===== config.mk =====
export PLATFORM = sky130hd
export DESIGN_NAME = mux_tree_pipe
export DESIGN_NICKNAME = d
export VERILOG_FILES = /design/src/rtl/mux_tree_pipe_pkg.sv /design/src/rtl/mux_rr_scan.sv /design/src/rtl/mux_tree_pipe.sv
export SDC_FILE = /design/constraint.sdc
export NUM_CORES = 1
export LEC_CHECK = 0
export ABC_AREA = 1
export BUFFER_PORTS_ARGS = -buffer_cell sky130_fd_sc_hd__clkbuf_2
export CORE_MARGIN = 1.5
export CORE_UTILIZATION = 30
export CTS_CLUSTER_DIAMETER = 120
export DETAILED_ROUTE_END_ITERATION = 16
export MAX_ROUTING_LAYER = met4
export SLEW_MARGIN = 15
export SYNTH_ARGS = -nofsm -noshare
export SYNTH_HDL_FRONTEND = slang
export SYNTH_SLANG_ARGS = --single-unit
export TNS_END_PERCENT = 30

===== constraint.sdc =====
create_clock -name clk -period 4.2 [get_ports clk]
set_input_delay 0.42 -clock clk [delete_from_list [all_inputs] [get_ports clk]]
set_output_delay 0.42 -clock clk [all_outputs]
set_load 0.02 [all_outputs]

===== src/rtl/mux_tree_pipe_pkg.sv =====
// ---------------------------------------------------------------------------
// mux_tree_pipe_pkg
// Shared definitions for the pipelined channel multiplexer.
//   mode_t : select-source encoding driven on the top-level 'mode' port
//            MODE_DIRECT - channel taken from sel_in
//            MODE_SCAN   - round-robin over chan_mask starting at scan_ptr
//            MODE_HOLD   - repeat the select of the last accepted beat
//            MODE_RSVD   - reserved, treated exactly like MODE_DIRECT
// ---------------------------------------------------------------------------
package mux_tree_pipe_pkg;

    typedef enum logic [1:0] {
        MODE_DIRECT = 2'b00,
        MODE_SCAN   = 2'b01,
        MODE_HOLD   = 2'b10,
        MODE_RSVD   = 2'b11
    } mode_t;

endpackage


===== src/rtl/mux_rr_scan.sv =====
// ---------------------------------------------------------------------------
// mux_rr_scan
// Combinational cyclic first-set-bit finder: starting at bit 'ptr' and
// wrapping past CHANNELS-1 back to 0, report the first set bit of 'mask'.
// Shared with the round-robin arbiters, so it carries no state.
//   mask  : candidate bits, 1 = eligible
//   ptr   : starting position, must be < CHANNELS
//   found : at least one mask bit is set
//   idx   : position of the winning bit (0 when found = 0)
// ---------------------------------------------------------------------------
module mux_rr_scan #(
    parameter int CHANNELS = 16,
    localparam int SEL_W = $clog2(CHANNELS)
) (
    input  logic [CHANNELS-1:0] mask,
    input  logic [SEL_W-1:0]    ptr,
    output logic                found,
    output logic [SEL_W-1:0]    idx
);

    always_comb begin
        found = |mask;
        idx   = '0;
        // Walk offsets from farthest to nearest so the nearest set bit is the
        // last one written and therefore wins.
        for (int k = CHANNELS - 1; k >= 0; k--) begin
            int c;
            c = int'(ptr) + k;
            if (c >= CHANNELS) begin
                c = c - CHANNELS;
            end
            if (mask[c]) begin
                idx = SEL_W'(c);
            end
        end
    end

endmodule


===== src/rtl/mux_tree_pipe.sv =====
// ---------------------------------------------------------------------------
// mux_tree_pipe
// Pipelined CHANNELS:1 word multiplexer built as a two-level tree
// (GROUP:1 then CHANNELS/GROUP:1) with a valid/ready handshake on both sides,
// a DIRECT / SCAN (round-robin over a mask) / HOLD select source, and an
// enable that zeroes the selected word. Latency is two cycles.
//   clk, rst   : clock (rising edge) and synchronous active-high reset
//   data_in    : channel c at [c*WIDTH +: WIDTH]
//   sel_in     : channel index for DIRECT mode
//   mode       : select source, see mux_tree_pipe_pkg::mode_t
//   chan_mask  : SCAN eligibility, 1 = eligible
//   en         : 0 forces the beat's data to zero
//   in_valid   : upstream beat offered; in_ready : beat accepted this cycle
//   out_data   : selected word; out_sel : index that produced it
//   out_err    : the beat's index was >= CHANNELS
//   out_valid  : output beat present; out_ready : consumer accepts it
// ---------------------------------------------------------------------------
module mux_tree_pipe
    import mux_tree_pipe_pkg::*;
#(
    parameter int WIDTH    = 1,
    parameter int CHANNELS = 16,
    parameter int GROUP    = 4,
    localparam int SEL_W   = $clog2(CHANNELS)
) (
    input  logic                      clk,
    input  logic                      rst,
    input  logic [CHANNELS*WIDTH-1:0] data_in,
    input  logic [SEL_W-1:0]          sel_in,
    input  logic [1:0]                mode,
    input  logic [CHANNELS-1:0]       chan_mask,
    input  logic                      en,
    input  logic                      in_valid,
    output logic                      in_ready,
    output logic [WIDTH-1:0]          out_data,
    output logic [SEL_W-1:0]          out_sel,
    output logic                      out_err,
    output logic                      out_valid,
    input  logic                      out_ready
);

    localparam int NGRP  = CHANNELS / GROUP;
    localparam int GRP_W = (NGRP > 1) ? $clog2(NGRP) : 1;

    mode_t            mode_q;
    logic             s2_load;
    logic             s1_load;
    logic             accept;
    logic             scan_found;
    logic [SEL_W-1:0] scan_idx;
    logic [SEL_W-1:0] scan_ptr;
    logic [SEL_W-1:0] hold_sel;
    logic [SEL_W-1:0] eff_sel;
    logic             eff_err;
    logic [GRP_W-1:0] eff_grp;
    logic [WIDTH-1:0] lvl1_win [NGRP];

    logic             vld_p1;
    logic             en_p1;
    logic             err_p1;
    logic [SEL_W-1:0] sel_p1;
    logic [GRP_W-1:0] grp_p1;
    logic [WIDTH-1:0] win_p1 [NGRP];
    logic [WIDTH-1:0] s2_word;

    assign mode_q = mode_t'(mode);

    mux_rr_scan #(
        .CHANNELS (CHANNELS)
    ) u_scan (
        .mask  (chan_mask),
        .ptr   (scan_ptr),
        .found (scan_found),
        .idx   (scan_idx)
    );

    always_comb begin
        case (mode_q)
            MODE_SCAN: eff_sel = scan_idx;
            MODE_HOLD: eff_sel = hold_sel;
            default:   eff_sel = sel_in;
        endcase
    end

    // An out-of-range index only exists when CHANNELS is not a power of two.
    generate
        if (CHANNELS == (1 << SEL_W)) begin : g_no_err
            assign eff_err = 1'b0;
        end else begin : g_err
            assign eff_err = (int'(eff_sel) >= CHANNELS);
        end
    endgenerate

    // Handshake: no skid buffer, so readiness ripples back combinationally.
    assign s2_load  = !out_valid || out_ready;
    assign s1_load  = !vld_p1 || s2_load;
    assign in_ready = s1_load && !(mode_q == MODE_SCAN && !scan_found);
    assign accept   = in_valid && in_ready;

    // First tree level: every group picks its member at the low select digit.
    // An out-of-range index still yields a legal low digit; err zeroes it later.
    always_comb begin
        int lo;
        lo      = int'(eff_sel) % GROUP;
        eff_grp = GRP_W'(int'(eff_sel) / GROUP);
        for (int g = 0; g < NGRP; g++) begin
            lvl1_win[g] = data_in[(g * GROUP + lo) * WIDTH +: WIDTH];
        end
    end

    always_ff @(posedge clk) begin
        if (rst) begin
            vld_p1   <= 1'b0;
            scan_ptr <= '0;
            hold_sel <= '0;
        end else begin
            if (s1_load) begin
                vld_p1 <= accept;
            end
            if (accept) begin
                hold_sel <= eff_sel;
                if (mode_q == MODE_SCAN) begin
                    scan_ptr <= (int'(scan_idx) == CHANNELS - 1) ? '0 : scan_idx + 1'b1;
                end
            end
        end
    end

    // ---- S1: group winners, upper select digit, en/err captured at accept ----
    always_ff @(posedge clk) begin
        if (accept) begin
            en_p1  <= en;
            err_p1 <= eff_err;
            sel_p1 <= eff_sel;
            grp_p1 <= eff_grp;
            win_p1 <= lvl1_win;
        end
    end

    // Second tree level.
    always_comb begin
        s2_word = '0;
        for (int g = 0; g < NGRP; g++) begin
            if (grp_p1 == GRP_W'(g)) begin
                s2_word = win_p1[g];
            end
        end
        if (!en_p1 || err_p1) begin
            s2_word = '0;
        end
    end

    // ---- S2: output registers, frozen while the consumer stalls ----
    always_ff @(posedge clk) begin
        if (rst) begin
            out_valid <= 1'b0;
            out_data  <= '0;
            out_sel   <= '0;
            out_err   <= 1'b0;
        end else if (s2_load) begin
            out_valid <= vld_p1;
            if (vld_p1) begin
                out_data <= s2_word;
                out_sel  <= sel_p1;
                out_err  <= err_p1;
            end
        end
    end

endmodule


==> results.cfg <==
[floorplanning]
rows = 36
die_h_um = 102.3
die_w_um = 102.3
die_area_um2 = 10470
ioPinCount = 51
initial_core_util = 0.3057
coreArea_um2 = 9684

[layout]
layout_commonest_cell = nand2_1
antenna_cells = 0
final_nets = 621
drive_gt1_frac = 0.1623
syn2layout_area_growth_pct = 16.15
mostFrequentLayoutCells = 196 x nand2_1, 70 x nand3_1, 58 x inv_1, 54 x a21oi_1, 49 x clkbuf_2

[timing]
setup_slack_ns = 0.5226
drv_slew = 0
tightestPinTransition_ns = 0.5466
slew_headroom = 0.6351
fmax_mhz = 271.9
period_minus_slack_ns = 3.677
setup_viol = 0
setup_tns_ns = 0
finalCritPeriodShare = 0.8756
finalHoldViolations = 0
fin_worst_skew_ns = 0.002479
rsz0062_at_grt = no

[grt]
grt_pass1_vias = 3078
grtUsageMet1 = 0.2298
grt_pass1_wl_mm = 14.47
grt_overflow = 0
grt_max_degree = 29
use_met3 = 0.01642
antenna_found_initial = 0
top_usage_layer = met2
grt_util_met2 = 0.2970
grtUsageTotal = 0.1782

[setup_path]
cp.required_ns = 4.40
reg2reg_depth = 30
timing.rr.start = scan_ptr[2]
crit_fanout = 10
critPathTopFamily = simple AND/OR/NAND/NOR gates
worstSetupPathType = reg -> reg
end_kind = register
cp.arrival_ns = 3.88
critical_path.slowest_cell = dfxtp_1
crit_buf_inv = 5
rr_endpoint = scan_ptr[3]
start_kind = register
crit_top_cell = nand2_1
critical-path-max-stage-delay_ns = 0.67
ff2ff_setup_slack_ns = 0.52

[clock_tree]
holdBufCountCts = 0
clock_latency_ns = 0.26
cts_tree = built
htreeDepth = 1
clk_path_buf_depth = 2
cts.sinks = 24
cts_setup_buffers = 0
cts_resized = 0
clk_pin_slew_worst_paths_ns = 0.09
cts_buffers = 3
cts-root-buf = clkbuf_8

[power]
vdd_drop_max_v = 0.0002031
p_leak_nw = 1.874
powerDensity_nw_per_um2 = 342.8

[routing]
ant_nets = 0
drt-pass1-iter-count = 4
avgViaCountPerCell = 4.773
routed_wl_mm = 8.572
detail_route.iter0.violations = 193
wl_per_cell_um = 12.25
drc_errors = 0
num_vias = 3341

[min_path]
hold_end = en_p1
whs_path_depth = 1
hold_class = in -> reg
min-delay-start = en

[placed_design]
place_ws_ns = 0.5544
dp_hpwl_mm = 7.086
place.gp.congestion = 0.9457
port_buffers = 49

[synth]
synth_top_area_frac = 0.2485
postSynthAreaPerCell_um2 = 5.737
synth_seq_cells = 24
ys_types = 33
yosysSeqAreaShare = 0.1927
synth_fp_nets = 569
syn_inst = 516
synth_top_area_cell = nand2_1
synth.area.top_cells = nand2_1 25%, nand3_1 12%, dfxtp_1 10%, a21oi_1 9.1%, edfxtp_1 9.1%
yosysWarningCount = 0
syn_area_um2 = 2960

[job]
drv_cap = 0

[run_status]
status = completed
[layer usage]
metal | part of all wire | vias to the layer above
li1 | - | 1776
met1 | 0.47 | 1469
met2 | 0.46 | 82
met3 | 0.039 | 14
met4 | 0.025 | 0
met5 | 0 | -
[layout make-up]
type                       instances  area (µm²)
clock buffer                       3       41.29
fill                            1072        6246
multi-input combinational        414        2058
clock inverter                     1       30.03
sequential                        24       570.5
timing repair buffer              60       327.8
inverter                          65       244.0
tap                              133       166.4
[worst register-to-register path, delay by kind of cell (launching register included)]
kind | cells | cell delay, ns
AO/OA/AOI/OAI | 2 | 0.30
adder cells (fa/ha/maj) | 2 | 0.63
flip-flops | 1 | 0.67
buffers and inverters | 5 | 0.64
AND/OR/NAND/NOR | 21 | 1.36
[cells in the mapped netlist, drive strengths merged]
cell type / instances
ha: 10
conb: 1
nand3: 71
inv: 64
nand2: 206
nor4: 4
o22ai: 1
o21ai: 26
nor2: 15
nand3b: 8
a21o: 1
o21a: 1
edfxtp: 9
a21oi: 58
nand4: 2
or2: 1
xor2: 6
dfxtp: 15
buf: 13
clkinv: 1
xnor2: 3
[power by group]
part           switching [mW]  total [mW]  internal, mW
combinational           0.464       0.698         0.233
clock                  0.0742       0.201         0.127
sequential             0.0127       0.279         0.267
[state kept, by name, summed over array words and instances (netlist names)]
signal and cells:
grp_p1 1, en_p1 1, scan_ptr 4, out_data 1, sel_p1 3, out_sel 4, out_valid 1, vld_p1 1
hold_sel 4, win_p1 4
[kinds of logic (layout without fill, tap and decap cells)]
kind of cell | count (synthesis) | in the layout | share of synthesized area
AOI/OAI and AO/OA | 87 | 87 | 0.1568
xor gates and xnor gates | 9 | 9 | 0.03678
adders and majority gates | 10 | 10 | 0.04227
buffers and inverters | 78 | 129 | 0.1120
DFF | 24 | 24 | 0.1927
other | 1 | 1 | 0.001267
and+or+nand+nor | 307 | 307 | 0.4582
[worst max path at each step]
stage | depth (start not counted) | slack [ns] | startpoint | to
2_1_floorplan | 30 | 1.0 | scan_ptr[1] | scan_ptr[2]
3_3_place_gp | 28 | 0.65 | scan_ptr[2] | scan_ptr[2]
3_5_place_dp | 28 | 0.55 | scan_ptr[2] | scan_ptr[2]
4_1_cts | 28 | 0.55 | scan_ptr[2] | scan_ptr[2]
5_1_grt | 28 | 0.05 | scan_ptr[2] | scan_ptr[2]
6_report | 30 | 0.52 | scan_ptr[2] | scan_ptr[3]
[metrics by stage]
step                      total power, mW  cell area (µm²)  hold WS (ns)  cells    util
final                               1.179             3438        0.3282    700  0.3550
after global routing                1.296             3438        0.3173    700  0.3550
after CTS                           1.178             3438        0.3220    700  0.3550
after detailed placement           0.9758             3367        0.4818    696  0.3477
after global placement             0.9757             3367        0.4739    696  0.3477
after floorplan                    0.8024             2960        0.4665    516       -
No activity file was read; power rests on OpenSTA's default activity.
